`src/rtl/rv32_mem_pkg.sv`:
```
// Shared types for the MEM-stage load/store unit: funct3 codes, FSM states,
// captured request and MEM/WB response records.
package rv32_mem_pkg;

  localparam logic [2:0] F3_B  = 3'b000;
  localparam logic [2:0] F3_H  = 3'b001;
  localparam logic [2:0] F3_W  = 3'b010;
  localparam logic [2:0] F3_BU = 3'b100;
  localparam logic [2:0] F3_HU = 3'b101;

  typedef enum logic {
    ST_IDLE = 1'b0,
    ST_BUSY = 1'b1
  } lsu_state_e;

  typedef struct packed {
    logic        mem_rd;
    logic        reg_wr;
    logic        mux_reg_wr;
    logic [2:0]  funct3;
    logic [4:0]  rd;
    logic [31:0] ula_res;
  } lsu_req_t;

  typedef struct packed {
    logic        mem_rd;
    logic        reg_wr;
    logic        mux_reg_wr;
    logic [4:0]  rd;
    logic [31:0] ula_res;
    logic [31:0] mem_res;
  } lsu_rsp_t;

  // Store funct3 shares the size encoding in bits [1:0] with loads.
  function automatic logic is_misaligned(input logic [2:0] f3, input logic [1:0] a);
    case (f3[1:0])
      2'b01:   return a[0];
      2'b10:   return a != 2'b00;
      default: return 1'b0;
    endcase
  endfunction

endpackage

```
`src/rtl/lsu_align.sv`:
```
// Combinational lane logic: byte enables, lane-replicated store data and
// sign/zero-extended load extraction from the selected byte/half lane.
module lsu_align
  import rv32_mem_pkg::*;
(
  input  logic [2:0]  funct3,
  input  logic [1:0]  a_lo,
  input  logic [31:0] store_data,
  input  logic [31:0] rdata,
  output logic [3:0]  be,
  output logic [31:0] wdata,
  output logic [31:0] load_val
);

  logic [7:0]  b_sel;
  logic [15:0] h_sel;

  always_comb begin
    b_sel    = rdata[{a_lo, 3'b000} +: 8];
    h_sel    = a_lo[1] ? rdata[31:16] : rdata[15:0];
    be       = 4'b1111;
    wdata    = store_data;
    load_val = rdata;
    case (funct3)
      F3_B, F3_BU: begin
        be       = 4'b0001 << a_lo;
        wdata    = {4{store_data[7:0]}};
        load_val = {{24{b_sel[7] & ~funct3[2]}}, b_sel};
      end
      F3_H, F3_HU: begin
        // a[0] is ignored here; misalignment is handled upstream
        be       = 4'b0011 << {a_lo[1], 1'b0};
        wdata    = {2{store_data[15:0]}};
        load_val = {{16{h_sel[15] & ~funct3[2]}}, h_sel};
      end
      default: begin
        be       = 4'b1111;
        wdata    = store_data;
        load_val = rdata;
      end
    endcase
  end

endmodule

```
`src/rtl/mem_stage_lsu.sv`:
```
// MEM-stage LSU: req/ack data-memory handshake with timeout, pipeline stall,
// flush-suppressed writeback. Define LSU_MISALIGN_TRAP_EN to trap misaligned H/W.
module mem_stage_lsu
  import rv32_mem_pkg::*;
#(
  parameter int unsigned TIMEOUT_CYCLES = 255
) (
  input  logic        clk,
  input  logic        rst,
  input  logic        in_valid,
  input  logic        mem_rd_in,
  input  logic        mem_wr_in,
  input  logic        reg_wr_in,
  input  logic        mux_reg_wr_in,
  input  logic [2:0]  funct3_in,
  input  logic [4:0]  rd_in,
  input  logic [31:0] ula_res_in,
  input  logic [31:0] store_in,
  input  logic        flush,
  output logic        dmem_req,
  output logic        dmem_we,
  output logic [31:0] dmem_addr,
  output logic [3:0]  dmem_be,
  output logic [31:0] dmem_wdata,
  input  logic [31:0] dmem_rdata,
  input  logic        dmem_ack,
  output logic        stall,
  output logic        mem_rd_out,
  output logic        reg_wr_out,
  output logic        mux_reg_wr_out,
  output logic [4:0]  rd_out,
  output logic [31:0] ula_res_out,
  output logic [31:0] mem_res_out,
  output logic        err_out
);

  localparam logic [15:0] CNT_LAST = 16'(TIMEOUT_CYCLES - 1);

  lsu_state_e  state_q, state_d;
  lsu_req_t    req_q, req_d;
  lsu_rsp_t    rsp_q, rsp_d;
  logic        dreq_q, dreq_d, we_q, we_d, err_q, err_d, flushed_q, flushed_d;
  logic [31:0] addr_q, addr_d, wdata_q, wdata_d;
  logic [3:0]  be_q, be_d;
  logic [15:0] cnt_q, cnt_d;
  logic        access, trap, fl;
  logic [2:0]  al_f3;
  logic [1:0]  al_a;
  logic [3:0]  al_be;
  logic [31:0] al_wdata, al_load;

  assign access = mem_rd_in | mem_wr_in;
`ifdef LSU_MISALIGN_TRAP_EN
  assign trap = is_misaligned(funct3_in, ula_res_in[1:0]);
`else
  assign trap = 1'b0;
`endif

  // One aligner serves both directions: store lanes at accept, load extract in BUSY.
  assign al_f3 = (state_q == ST_BUSY) ? req_q.funct3 : funct3_in;
  assign al_a  = (state_q == ST_BUSY) ? req_q.ula_res[1:0] : ula_res_in[1:0];

  lsu_align u_align (
    .funct3     (al_f3),
    .a_lo       (al_a),
    .store_data (store_in),
    .rdata      (dmem_rdata),
    .be         (al_be),
    .wdata      (al_wdata),
    .load_val   (al_load)
  );

  always_comb begin
    state_d   = state_q;
    req_d     = req_q;
    dreq_d    = dreq_q;
    we_d      = we_q;
    addr_d    = addr_q;
    be_d      = be_q;
    wdata_d   = wdata_q;
    cnt_d     = cnt_q;
    flushed_d = flushed_q;
    rsp_d     = '0;
    err_d     = 1'b0;
    stall     = 1'b0;
    fl        = flushed_q | flush;
    case (state_q)
      ST_IDLE: begin
        if (in_valid && !flush) begin
          if (!access) begin
            rsp_d.mem_rd     = mem_rd_in;
            rsp_d.reg_wr     = reg_wr_in;
            rsp_d.mux_reg_wr = mux_reg_wr_in;
            rsp_d.rd         = rd_in;
            rsp_d.ula_res    = ula_res_in;
          end else if (trap) begin
            err_d = 1'b1;
          end else begin
            stall     = 1'b1;
            state_d   = ST_BUSY;
            dreq_d    = 1'b1;
            we_d      = mem_wr_in;
            addr_d    = {ula_res_in[31:2], 2'b00};
            be_d      = al_be;
            wdata_d   = al_wdata;
            cnt_d     = '0;
            flushed_d = 1'b0;
            req_d     = '{mem_rd: mem_rd_in, reg_wr: reg_wr_in, mux_reg_wr: mux_reg_wr_in,
                          funct3: funct3_in, rd: rd_in, ula_res: ula_res_in};
          end
        end
      end
      ST_BUSY: begin
        flushed_d = fl;
        if (dmem_ack) begin
          state_d          = ST_IDLE;
          dreq_d           = 1'b0;
          rsp_d.mem_rd     = req_q.mem_rd & ~fl;
          rsp_d.reg_wr     = req_q.reg_wr & ~fl;
          rsp_d.mux_reg_wr = req_q.mux_reg_wr;
          rsp_d.rd         = req_q.rd;
          rsp_d.ula_res    = req_q.ula_res;
          rsp_d.mem_res    = req_q.mem_rd ? al_load : '0;
        end else if (cnt_q == CNT_LAST) begin
          // Abort releases the pipeline in this cycle; the result is a bubble.
          state_d = ST_IDLE;
          dreq_d  = 1'b0;
          err_d   = 1'b1;
        end else begin
          stall = 1'b1;
          cnt_d = cnt_q + 16'd1;
        end
      end
      default: state_d = ST_IDLE;
    endcase
  end

  always_ff @(posedge clk) begin
    if (rst) begin
      state_q   <= ST_IDLE;
      req_q     <= '0;
      rsp_q     <= '0;
      dreq_q    <= 1'b0;
      we_q      <= 1'b0;
      addr_q    <= '0;
      be_q      <= '0;
      wdata_q   <= '0;
      cnt_q     <= '0;
      flushed_q <= 1'b0;
      err_q     <= 1'b0;
    end else begin
      state_q   <= state_d;
      req_q     <= req_d;
      rsp_q     <= rsp_d;
      dreq_q    <= dreq_d;
      we_q      <= we_d;
      addr_q    <= addr_d;
      be_q      <= be_d;
      wdata_q   <= wdata_d;
      cnt_q     <= cnt_d;
      flushed_q <= flushed_d;
      err_q     <= err_d;
    end
  end

  assign dmem_req       = dreq_q;
  assign dmem_we        = we_q;
  assign dmem_addr      = addr_q;
  assign dmem_be        = be_q;
  assign dmem_wdata     = wdata_q;
  assign mem_rd_out     = rsp_q.mem_rd;
  assign reg_wr_out     = rsp_q.reg_wr;
  assign mux_reg_wr_out = rsp_q.mux_reg_wr;
  assign rd_out         = rsp_q.rd;
  assign ula_res_out    = rsp_q.ula_res;
  assign mem_res_out    = rsp_q.mem_res;
  assign err_out        = err_q;

endmodule

```
`config.mk`:
```
export PLATFORM = sky130hd
export DESIGN_NAME = mem_stage_lsu
export DESIGN_NICKNAME = d
export VERILOG_FILES = /design/src/rtl/rv32_mem_pkg.sv /design/src/rtl/lsu_align.sv /design/src/rtl/mem_stage_lsu.sv
export SDC_FILE = /design/constraint.sdc
export NUM_CORES = 1
export LEC_CHECK = 0
export CELL_PAD_IN_SITES_DETAIL_PLACEMENT = 1
export CELL_PAD_IN_SITES_GLOBAL_PLACEMENT = 2
export CORE_ASPECT_RATIO = 2
export CORE_MARGIN = 2
export CORE_UTILIZATION = 28
export DETAILED_ROUTE_END_ITERATION = 10
export HOLD_SLACK_MARGIN = 0.1
export PLACE_DENSITY_LB_ADDON = 0.1
export REMOVE_ABC_BUFFERS = 1
export SLEW_MARGIN = 20
export SYNTH_ARGS = -nofsm -noshare
export SYNTH_HDL_FRONTEND = slang
export SYNTH_HIERARCHICAL = 1
export SYNTH_SLANG_ARGS = --single-unit
```
`constraint.sdc`:
```
create_clock -name clk -period 5.2 [get_ports clk]
set_clock_uncertainty 0.1 [all_clocks]
set_input_delay 1.04 -clock clk [delete_from_list [all_inputs] [get_ports clk]]
set_output_delay 1.04 -clock clk [all_outputs]
set_load 0.01 [all_outputs]
```
==> results by group, run 1 <==
GRT
  – Global-route wire length before repair: between 40000 and 50000 um
  – Vias in the first global route: approximately 7000
  – Largest net degree at the start of global routing: slightly below 70
  – Initial antenna violation count: 2
  – GRT Overall Usage: between 10% and 20%
  – Grt total ovfl: 0
  – Met2 GRT Util: between 30% and 40%
  – Most Used Layer, Global Route: met2
  – Met1 GRT Util: 19.4%
  – Met3 GRT Util: under 10%

Logic synthesis
  – Synth cell count leaders: nand2_1, dfxtp_1, a21oi_1, nor2_1, buf_4
  – YS warnings: 6
  – Area contributors post-synth: dfxtp_1, nand2_1, a21oi_1
  – Most common cell in the netlist: nand2_1
  – Synthesized area: roughly 7700 um2
  – Dominant cell type by area after synthesis: dfxtp_1
  – Post-synth EDFFs: 0
  – Cell count after synthesis: between 900 and 1000
  – FFs w/ async S/R, synth: 0%
  – Syn_area_per_cell: approximately 8.4 um2
  – FF+latch count, synth: between 150 and 200
  – Cell variety after synth: 61
  – Most common flop cell mapped by yosys: dfxtp_1
  – Sequential element share of the synthesized area: 44.8%
  – Top cell type's share of synthesized area: between 40 and 50%

Timing
  – Final Setup Violations: 0
  – Fmax: between 0.2 and 0.25 GHz
  – Setup ws final: 1010 ps
  – Unrepaired setup endpoints after global routing: no
  – Worst-margin pin slew: between 900 and 1000 ps
  – Slew HR: 34.4%
  – Setup TNS: 0 ps
  – Slew Viols, Final: 0
  – Crit share post-route: between 80% and 90%
  – Final number of hold-violating endpoints: 0
  – Crit path time final: roughly 4200 ps

Min path
  – Min-delay worst type: reg -> reg
  – Hold-critical path depth: 2
  – WHS Endpoint: dmem_wdata[26]$_SDFFE_PP0P_
  – Hold Startpoint: dmem_wdata[26]$_SDFFE_PP0P_

Drt
  – Avg Vias per Cell: just under 5
  – Detail Route Antenna Nets: 0
  – Drt wl/cell: 19.5 um
  – Drt first pass iters: 4
  – Final WL: 28300 um
  – Initial drt markers: ~260
  – Detailed-route via count: between 7000 and 8000
  – DR DRC count: 0

Status
  – Status: complete, no violations

Power and ir drop
  – Clk network pwr share: roughly two fifths
  – VDD IR max: roughly 200 uV
  – Net Sw Power: 823 uW
  – Combinational power share: 14.0%
  – Power Total: between 3 and 4 mW
  – Sw Share: between 20% and 30%
  – Flop pwr share: between 40% and 50%
  – Int Pwr: around 2.3 mW
  – Leak: between 3 and 4 nW
  – Power Dens Cells: between 200 and 300 nW/um2

Placed design
  – Number of buffers added on ports: ~250
  – GPL Wtd Cong: around 0.76
  – Place WS: 980 ps
  – Dpl hpwl: a little under 20000 um

Critical path
  – CP required: ~4000 ps
  – Crit path capture type: primary output
  – R2r setup slk: between 2000 and 2500 ps
  – RR Endpoint: dmem_wdata[12]$_SDFFE_PP0P_
  – R2R depth: 7
  – Max incr delay on CP: 600 ps
  – Startpoint types: primary input
  – Crit path arrival time: approximately 3000 ps
  – Worst Path Max Fanout: 28
  – Start point of the critical path: flush
  – Critical path's slowest cell: clkdlybuf4s50_1
  – Startpoint of the worst-slack reg-to-reg timing path: state_q$_SDFF_PP0_
  – Ordered list of cells on the worst path: clkdlybuf4s50_1 -> nor3b_2 -> nand2_4 -> o21ai_0 -> clkdlybuf4s50_1
  – Critical path class: in -> out
  – Worst path most repeated cell: clkdlybuf4s50_1

Flow run
  – Max Cap Violations: 0

CTS
  – CTS sink cnt: 172
  – TritonCTS clock tree: done
  – Clock Path Buffers: 2
  – CTS root buf: clkbuf_16
  – Post-CTS resize count: 0
  – # hold bufs at CTS: 0
  – H-tree depth: 4
  – CTS buffer count: 17
  – Post-CTS setup buffer count: 0
  – Worst-skew pair later-pin latency: about 440 ps
  – Clock-pin slew on the worst setup and hold paths: roughly 70 ps

Floorplanning
  – Core Rows: 85
  – Die Wd: 121 um
  – Starting density of the core: approximately 28%
  – Die area: roughly 29000 um2
  – IO Pins: roughly 260
  – DIE HEIGHT: between 200 and 250 um
  – Core area: 27000 um2

Layout
  – Layout Utilization: 39.5%
  – Area growth, synth to finish: 38.6%
  – NumNets Final: roughly 1200
  – Share of layout cells above drive strength 1: around 6.7%
-- critical path, delay by kind of cell --
family          cells  cell delay (ps)
buf+inv             2             1060
compound gates      1              240
simple gates        2              700
-- cells in the final DEF (no fill, tap or decap), drive strengths merged, types with 3 or more instances in the layout --
cell type	netlist	routed
a21oi	86	86
a221o	7	7
a22oi	40	40
a31oi	8	8
and2	35	35
and4	3	3
buf	76	11
clkbuf	39	19
clkdlybuf4s50	0	253
clkinv	0	6
clkinvlp	0	3
dfxtp	172	172
inv	16	18
mux2	17	17
mux2i	16	16
nand2	208	208
nand3	10	10
nand4	6	6
nand4b	3	3
nor2	55	55
nor2b	21	21
nor3	5	5
nor4	3	3
o2111ai	4	4
o211ai	8	8
o21ai	12	12
o21bai	4	4
o221ai	8	8
o22ai	17	17
o311ai	3	3
or2	4	4
or4	5	5
-- power groups by stage --
stage	combinational, mW	clock [mW]	sequential (mW)
floorplan	0.171	0	1.41
global placement	0.436	0	1.40
detailed placement	0.441	0	1.40
CTS	0.443	1.35	1.37
global route	0.472	1.40	1.38
finish	0.433	1.30	1.37
-- routing by layer --
metal | vias to the layer above | routed length (um)
met5 | - | 0
met4 | 0 | 614
li1 | 3449 | -
met3 | 31 | 1510
met1 | 3416 | 10400
met2 | 187 | 15800
-- flip-flops by register name, indices dropped and copies added (netlist names) --
signal,cells
flushed_q,1
mux_reg_wr_out,1
cnt_q,16
dmem_be,4
dmem_req,1
state_q,1
req_q,43
dmem_wdata,32
err_out,1
reg_wr_out,1
mem_res_out,32
mem_rd_out,1
ula_res_out,32
dmem_we,1
rd_out,5
-- how the worst max path moves through the flow --
stage	end	slack [ps]	depth (start not counted)
2_1_floorplan	stall	650	3
3_3_place_gp	stall	1030	5
3_5_place_dp	stall	980	5
4_1_cts	stall	970	5
5_1_grt	stall	860	5
6_report	stall	1010	5
-- cell families after synthesis --
kind of cell | after synthesis | share of synthesized area (%)
AND/OR/NAND/NOR | 370 | 22.1
flip-flops | 172 | 44.8
adder cells (fa/ha/maj) | 2 | 0.325
buffers and inverters | 131 | 10.0
multiplexers | 33 | 4.67
AO/OA/AOI/OAI | 209 | 18.1
other | 1 | 0.0488
-- per-stage QoR --
step | cells | hold slack, ps | cell area [um2]
global placement | 1415 | 341 | 10000
floorplan | 804 | 326 | 6980
detailed placement | 1416 | 347 | 10100
finish | 1450 | 354 | 10700
global route | 1450 | 381 | 10700
CTS | 1448 | 357 | 10700
-- cell type report --
class / count / area, um2
flip-flops and latches: 172 / 3440
inverters: 16 / 60.1
clock inverters: 13 / 141
repair buffers: 264 / 2640
well taps: 348 / 435
multi-input cells: 616 / 3500
clock buffers: 19 / 443
fillers: 3179 / 16400
diodes: 2 / 5.00
(Power assumes the default switching activity.)
==> run 2, diff against run 1 <==
--- a/config.mk
+++ b/config.mk
@@ -9,7 +9,7 @@
 export CELL_PAD_IN_SITES_GLOBAL_PLACEMENT = 2
 export CORE_ASPECT_RATIO = 2
 export CORE_MARGIN = 2
-export CORE_UTILIZATION = 28
+export CORE_UTILIZATION = 23
 export DETAILED_ROUTE_END_ITERATION = 10
 export HOLD_SLACK_MARGIN = 0.1
 export PLACE_DENSITY_LB_ADDON = 0.1
==> constraint.sdc (replaced) <==
create_clock -name clk -period 3.7 [get_ports clk]
set_clock_uncertainty 0.1 [all_clocks]
set_input_delay 0.74 -clock clk [delete_from_list [all_inputs] [get_ports clk]]
set_output_delay 0.74 -clock clk [all_outputs]
set_load 0.01 [all_outputs]
==> results by group, run 2 (same netlist as run 1, synthesis figures left out) <==
CTS
  – Post-CTS setup buffer count: 0 (unchanged)
  – H-tree depth: 4 (unchanged)
  – # hold bufs at CTS: 0 (unchanged)
  – CTS root buf: clkbuf_16
  – Clock Path Buffers: 2 (unchanged)
  – TritonCTS clock tree: done
  – Clock-pin slew on the worst setup and hold paths: 70 ps (about the same)
  – CTS sink cnt: 172 (unchanged)
  – Worst-skew pair later-pin latency: 460 ps (+20 ps)
  – CTS buffer count: 17 (unchanged)
  – Post-CTS resize count: 0 (unchanged)

Placed design
  – Dpl hpwl: 22000 um (+11%)
  – Number of buffers added on ports: 254 (unchanged)
  – Dpl cells: 1510 (+6.6%)
  – GPL Wtd Cong: 0.780 (+2.1%)

Timing
  – Fmax: 0.293 GHz
  – Worst-margin pin slew: 882 ps (-99.0 ps)
  – Final number of hold-violating endpoints: 0 (unchanged)
  – Final Setup Violations: 0 (unchanged)
  – Slew HR: 41.0% (+6.6 points)
  – Slew Viols, Final: 0 (unchanged)
  – Crit path time final: between 3000 and 4000 ps
  – Unrepaired setup endpoints after global routing: no
  – Crit share post-route: around 92%
  – Worst Hold Slack: 355 ps (+0.975 ps)

Critical path
  – Startpoint types: flip-flop
  – Worst Path Max Fanout: 17 (-39%)
  – Crit path capture type: primary output
  – CP required: 2860 ps (-1200 ps)
  – Crit path arrival time: 2570 ps (-480 ps)
  – Critical path class: reg -> out

Power and ir drop
  – Flop pwr share: 43.6% (-0.6 points)
  – Int Pwr: 3.18 mW (+39%)
  – Net Sw Power: 1.25 mW (+51%)
  – VDD IR max: 335 uV (+64%)
  – Leak: 3.84 nW (+2.0%)
  – Power Total: 4.43 mW (+43%)
  – Combinational power share: 14.4% (+0.4 points)
  – Sw Share: 28.2% (+1.6 points)
  – Clk network pwr share: 42.1% (+0.2 points)
  – Power Dens Cells: 406 nW/um2 (+40%)

Drt
  – Detailed-route via count: 7203 (+1.7%)
  – Detail Route Antenna Nets: 0 (unchanged)
  – Drt wl/cell: 19.9 um (+1.9%)
  – Final WL: 30700 um (+8.6%)
  – Initial drt markers: 234 (-11%)
  – Avg Vias per Cell: 4.66 (-4.6%)
  – DR DRC count: 0 (unchanged)
  – Drt first pass iters: 5 (+1)

Layout
  – Storage cell area: 3440 um2 (unchanged)
  – Largest register by flop count: req_q
  – Area growth, synth to finish: 41.7%
  – Share of layout cells above drive strength 1: 7.66% (+0.93 points)
  – Final Non-Filler Cells: 1545 (+6.6%)
  – NumNets Final: 1212 (+0.83%)
  – Largest register FFs: 43 (unchanged)
  – Multi-input gate area: 3500 um2 (unchanged)
  – Fill count: 3885 (+22%)
  – Most frequent cells in the layout: clkdlybuf4s50_1, nand2_1, dfxtp_1
  – Layout Utilization: 33.1% (-6.4 points)
  – Commonest non-fill, non-tap cell in the layout: clkdlybuf4s50_1

Floorplanning
  – DIE HEIGHT: 263 um (+10%)
  – Core area: 32900 um2 (+22%)
  – Core Rows: 94 (+11%)
  – Die area: 35000 um2 (+21%)
  – Starting density of the core: 23.4% (-5.1 points)
  – Die Wd: 133 um (+10%)
  – IO Pins: 257 (unchanged)

GRT
  – Global-route wire length before repair: 46500 um (+9.1%)
  – Vias in the first global route: 7353 (+2.7%)
  – Largest net degree at the start of global routing: 100 (+45%)
  – Grt total ovfl: 0 (unchanged)
  – Initial antenna violation count: 3 (+1)
  – GRT Overall Usage: 17.5% (-1.9 points)

Flow run
  – Max Cap Violations: 0 (unchanged)

Min path
  – Min-delay worst type: reg -> reg

Status
  – Status: complete, no violations
run 2: cell count changes in the layout (fill, tap and decap cells not counted), sizes merged:
cell      change
buf          +10
clkinvlp      -2
inv           +4
diode         +1
clkbuf        -1
bufinv        -1
run 2: metal layers:
layer	share of wire, %	vias to the layer above	GRT usage, %
li1	-	3468	-
met1	36	3494	17.5
met2	56	208	33.6
met3	5.2	33	4.19
met4	3.0	0	7.79
met5	0	-	0
run 2: metrics by stage:
step / instance area, um2 / setup slack [ps] / TNS (ps)
finish: 10900 / 291 / 0
global route: 10900 / 93.2 / 0
CTS: 10900 / 266 / 0
detailed placement: 10300 / 376 / 0
global placement: 10300 / 406 / 0
floorplan: 6980 / -247 / -247
run 2: power groups by stage:
stage / Combinational [mW] / Sequential, mW / Clock, mW
3_3_place_gp: 0.646 / 1.97 / 0
5_1_grt: 0.694 / 1.93 / 2.00
3_5_place_dp: 0.649 / 1.97 / 0
6_report: 0.635 / 1.93 / 1.86
4_1_cts: 0.651 / 1.93 / 1.94
2_1_floorplan: 0.240 / 1.99 / 0
run 2: cell type report:
cell class / instances / area share, %
well taps: 432 / 4.96
clock inverters: 14 / 1.44
flip-flops and latches: 172 / 31.6
diodes: 3 / 0.0689
repair buffers: 274 / 25.3
inverters: 16 / 0.551
multi-input cells: 616 / 32.1
clock buffers: 18 / 4.03
run 2: critical path: stages, from the launching register on:
cell             delay [ps]
dfxtp_1                 340
inv_1                   110
ha_1                    150
nor4b_2                 420
a41o_4                  430
o21ai_0                 160
clkdlybuf4s50_1         510
run 2: final timing paths:
kind,startpoint,to,slack (ps),cells past startpoint
worst max-delay path,cnt_q[0]$_SDFFE_PP0P_,stall,290,6
worst min-delay path,dmem_be[3]$_SDFFE_PP0P_,dmem_be[3]$_SDFFE_PP0P_,350,2
worst max register to register,state_q$_SDFF_PP0_,mem_res_out[26]$_SDFF_PP0_,890,6
worst min register to register,dmem_be[3]$_SDFFE_PP0P_,dmem_be[3]$_SDFFE_PP0P_,350,2
==> run 3, diff against run 2 <==
--- a/config.mk
+++ b/config.mk
@@ -10,6 +10,7 @@
 export CORE_ASPECT_RATIO = 2
 export CORE_MARGIN = 2
 export CORE_UTILIZATION = 23
+export CTS_CLUSTER_DIAMETER = 30
 export DETAILED_ROUTE_END_ITERATION = 10
 export HOLD_SLACK_MARGIN = 0.1
 export PLACE_DENSITY_LB_ADDON = 0.1
@@ -17,5 +18,4 @@
 export SLEW_MARGIN = 20
 export SYNTH_ARGS = -nofsm -noshare
 export SYNTH_HDL_FRONTEND = slang
-export SYNTH_HIERARCHICAL = 1
 export SYNTH_SLANG_ARGS = --single-unit
==> results by group, run 3 <==
CTS
  – H-tree depth: 4 (unchanged)
  – CTS root buf: clkbuf_16
  – CTS sink cnt: 172 (unchanged)
  – Clock Path Buffers: 2 (unchanged)
  – CTS buffer count: 17 (unchanged)
  – TritonCTS clock tree: done
  – Clock-pin slew on the worst setup and hold paths: 70 ps (about the same)
  – Worst-skew pair later-pin latency: 450 ps (about the same)
  – # hold bufs at CTS: 0 (unchanged)
  – Post-CTS setup buffer count: 0 (unchanged)
  – Post-CTS resize count: 0 (unchanged)

Logic synthesis
  – Synth cell count leaders: dfxtp_1, nand2_1, a21oi_1, nor2_1, a22oi_1
  – Sequential element share of the synthesized area: 48.1% (+3.3 points)
  – FFs w/ async S/R, synth: 0% (unchanged)
  – Post-synth EDFFs: 0 (unchanged)
  – FF+latch count, synth: 172 (unchanged)
  – Synthesized area: 7160 um2 (-6.9%)
  – Cell count after synthesis: 846 (-7.8%)
  – YS warnings: 0 (-6)
  – Top cell type's share of synthesized area: 48.1% (+3.3 points)
  – Most common cell in the netlist: dfxtp_1
  – Syn_area_per_cell: 8.47 um2 (+1.1%)
  – Dominant cell type by area after synthesis: dfxtp_1
  – Cell variety after synth: 54 (-11%)
  – Most common flop cell mapped by yosys: dfxtp_1
  – Area contributors post-synth: dfxtp_1, a21oi_1, nand2_1

Critical path
  – Startpoint types: primary input
  – Critical path's slowest cell: clkdlybuf4s50_1
  – Worst Path Max Fanout: 4 (-13)
  – Crit path arrival time: 2560 ps (about the same)
  – Critical path class: in -> out
  – CP top delay family: buffers and inverters
  – Max incr delay on CP: 540 ps (+30 ps)
  – Ordered list of cells on the worst path: clkdlybuf4s50_1 -> or3b_4 -> or2_4 -> nand2_1 -> clkdlybuf4s50_1
  – Crit path capture type: primary output
  – CP required: 2860 ps (about the same)
  – Buffers plus inverters on the worst setup path: 2 (unchanged)
  – Worst path most repeated cell: clkdlybuf4s50_1

Layout
  – Most frequent cells in the layout: clkdlybuf4s50_1, dfxtp_1, nand2_1
  – Largest register FFs: 43 (unchanged)
  – Commonest non-fill, non-tap cell in the layout: clkdlybuf4s50_1
  – Area growth, synth to finish: 46.7%
  – N_diodes: 0 (-3)
  – NumNets Final: 1167 (-3.7%)
  – Fill count: 3595 (-7.5%)
  – Storage cell area: 3440 um2 (unchanged)
  – Final instance area: 10500 um2 (-3.6%)
  – Largest register by flop count: req_q
  – Share of layout cells above drive strength 1: 6.85% (-0.80 points)
  – Multi-input gate area: 3220 um2 (-7.8%)

Status
  – Status: complete, no violations

Timing
  – Setup TNS: 0 ps (unchanged)
  – Unrepaired setup endpoints after global routing: no
  – Slew Viols, Final: 0 (unchanged)
  – Crit share post-route: 92.0% (-0.14 points)
  – Slew HR: 57.9% (+17 points)
  – Final Setup Violations: 0 (unchanged)
  – Final number of hold-violating endpoints: 0 (unchanged)
  – Crit path time final: 3400 ps (-5.15 ps)
  – Worst-margin pin slew: 630 ps (-252 ps)
  – Fmax: 0.294 GHz (+0.15%)

Power and ir drop
  – Power Dens Cells: 419 nW/um2 (+3.2%)
  – Leak: 3.72 nW (-3.2%)
  – VDD IR max: 288 uV (-14%)

Floorplanning
  – DIE HEIGHT: 254 um (-3.4%)
  – Core Rows: 91 (-3.2%)
  – IO Pins: 257 (unchanged)
  – Die Wd: 129 um (-3.4%)
  – Starting density of the core: 23.3% (-0.054 points)
  – Core area: 30700 um2 (-6.6%)
  – Die area: 32700 um2 (-6.7%)

Drt
  – DR DRC count: 0 (unchanged)
  – Drt first pass iters: 4 (-1)
  – Detailed-route via count: 6847 (-4.9%)
  – Detail Route Antenna Nets: 0 (unchanged)
  – Initial drt markers: 201 (-14%)
  – Drt wl/cell: 19.6 um (-1.4%)
  – Final WL: 28200 um (-8.3%)
  – Avg Vias per Cell: 4.76 (+2.2%)

GRT
  – Largest net degree at the start of global routing: 90 (-10%)
  – Grt total ovfl: 0 (unchanged)
  – GRT Overall Usage: 17.3% (-0.20 points)
  – Global-route wire length before repair: 42800 um (-7.8%)
  – Initial antenna violation count: 0 (-3)
  – Vias in the first global route: 7213 (-1.9%)

Placed design
  – Dpl cell area: 9900 um2 (-3.8%)
  – Dpl hpwl: 20100 um (-8.3%)
  – Number of buffers added on ports: 254 (unchanged)
  – GPL Wtd Cong: 0.754 (-3.3%)

Min path
  – Min-delay worst type: reg -> reg

Flow run
  – Max Cap Violations: 0 (unchanged)
[run 3: worst paths after layout]
path / startpoint / depth (start not counted) / end / slack [ps]
setup reg to reg: state_q$_SDFF_PP0_ / 7 / mem_res_out[16]$_SDFF_PP0_ / 920
hold / removal: req_q[39]$_SDFFE_PP0P_ / 2 / req_q[39]$_SDFFE_PP0P_ / 360
hold reg to reg: req_q[39]$_SDFFE_PP0P_ / 2 / req_q[39]$_SDFFE_PP0P_ / 360
setup / recovery: flush / 5 / stall / 300
[run 3: cells by family after synthesis]
kind of cell             after synthesis  share of synthesized area (%)
AND/OR/NAND/NOR                      278                           16.5
flip-flops                           172                           48.1
AO/OA/AOI/OAI                        255                           21.9
buffers and inverters                 98                           7.34
adder cells (fa/ha/maj)                2                          0.349
XOR/XNOR                               9                           1.10
other                                  1                         0.0524
multiplexers                          31                           4.61
[run 3: area by class of cell]
class,instances,share of cell area (%)
multi-input cells,577,30.7
clock inverters,15,1.69
clock buffers,17,4.05
flip-flops and latches,172,32.8
repair buffers,279,26.2
inverters,5,0.179
well taps,372,4.43
[run 3: per-stage QoR]
stage | hold slack, ps | worst slack, ps | utilization (%) | cells | total power [mW]
global route | 377 | 234 | 34.2 | 1437 | 4.62
global placement | 341 | 283 | 32.2 | 1405 | 2.59
floorplan | 322 | 136 | - | 754 | 2.21
finish | 356 | 297 | 34.2 | 1437 | 4.40
detailed placement | 348 | 275 | 32.2 | 1405 | 2.60
CTS | 357 | 265 | 34.2 | 1437 | 4.51
[run 3: tightest hold or removal path: stages, from the launching register on]
cell and delay [ps]:
dfxtp_1 310, nand2_1 50, a21oi_1 50
[run 3: power by group]
part	internal, mW	switching [mW]	leakage (nW)
Sequential	1.90	0.0336	1.39
Combinational	0.291	0.314	2.04
Clock	0.968	0.898	0.289
[run 3: per-layer routing]
metal / up-vias / GRT usage (%) / wire, um
li1: 3336 / - / -
met1: 3307 / 17.5 / 10300
met2: 180 / 33.7 / 15800
met3: 24 / 4.61 / 1620
met4: 0 / 5.56 / 495
met5: - / 0 / 0
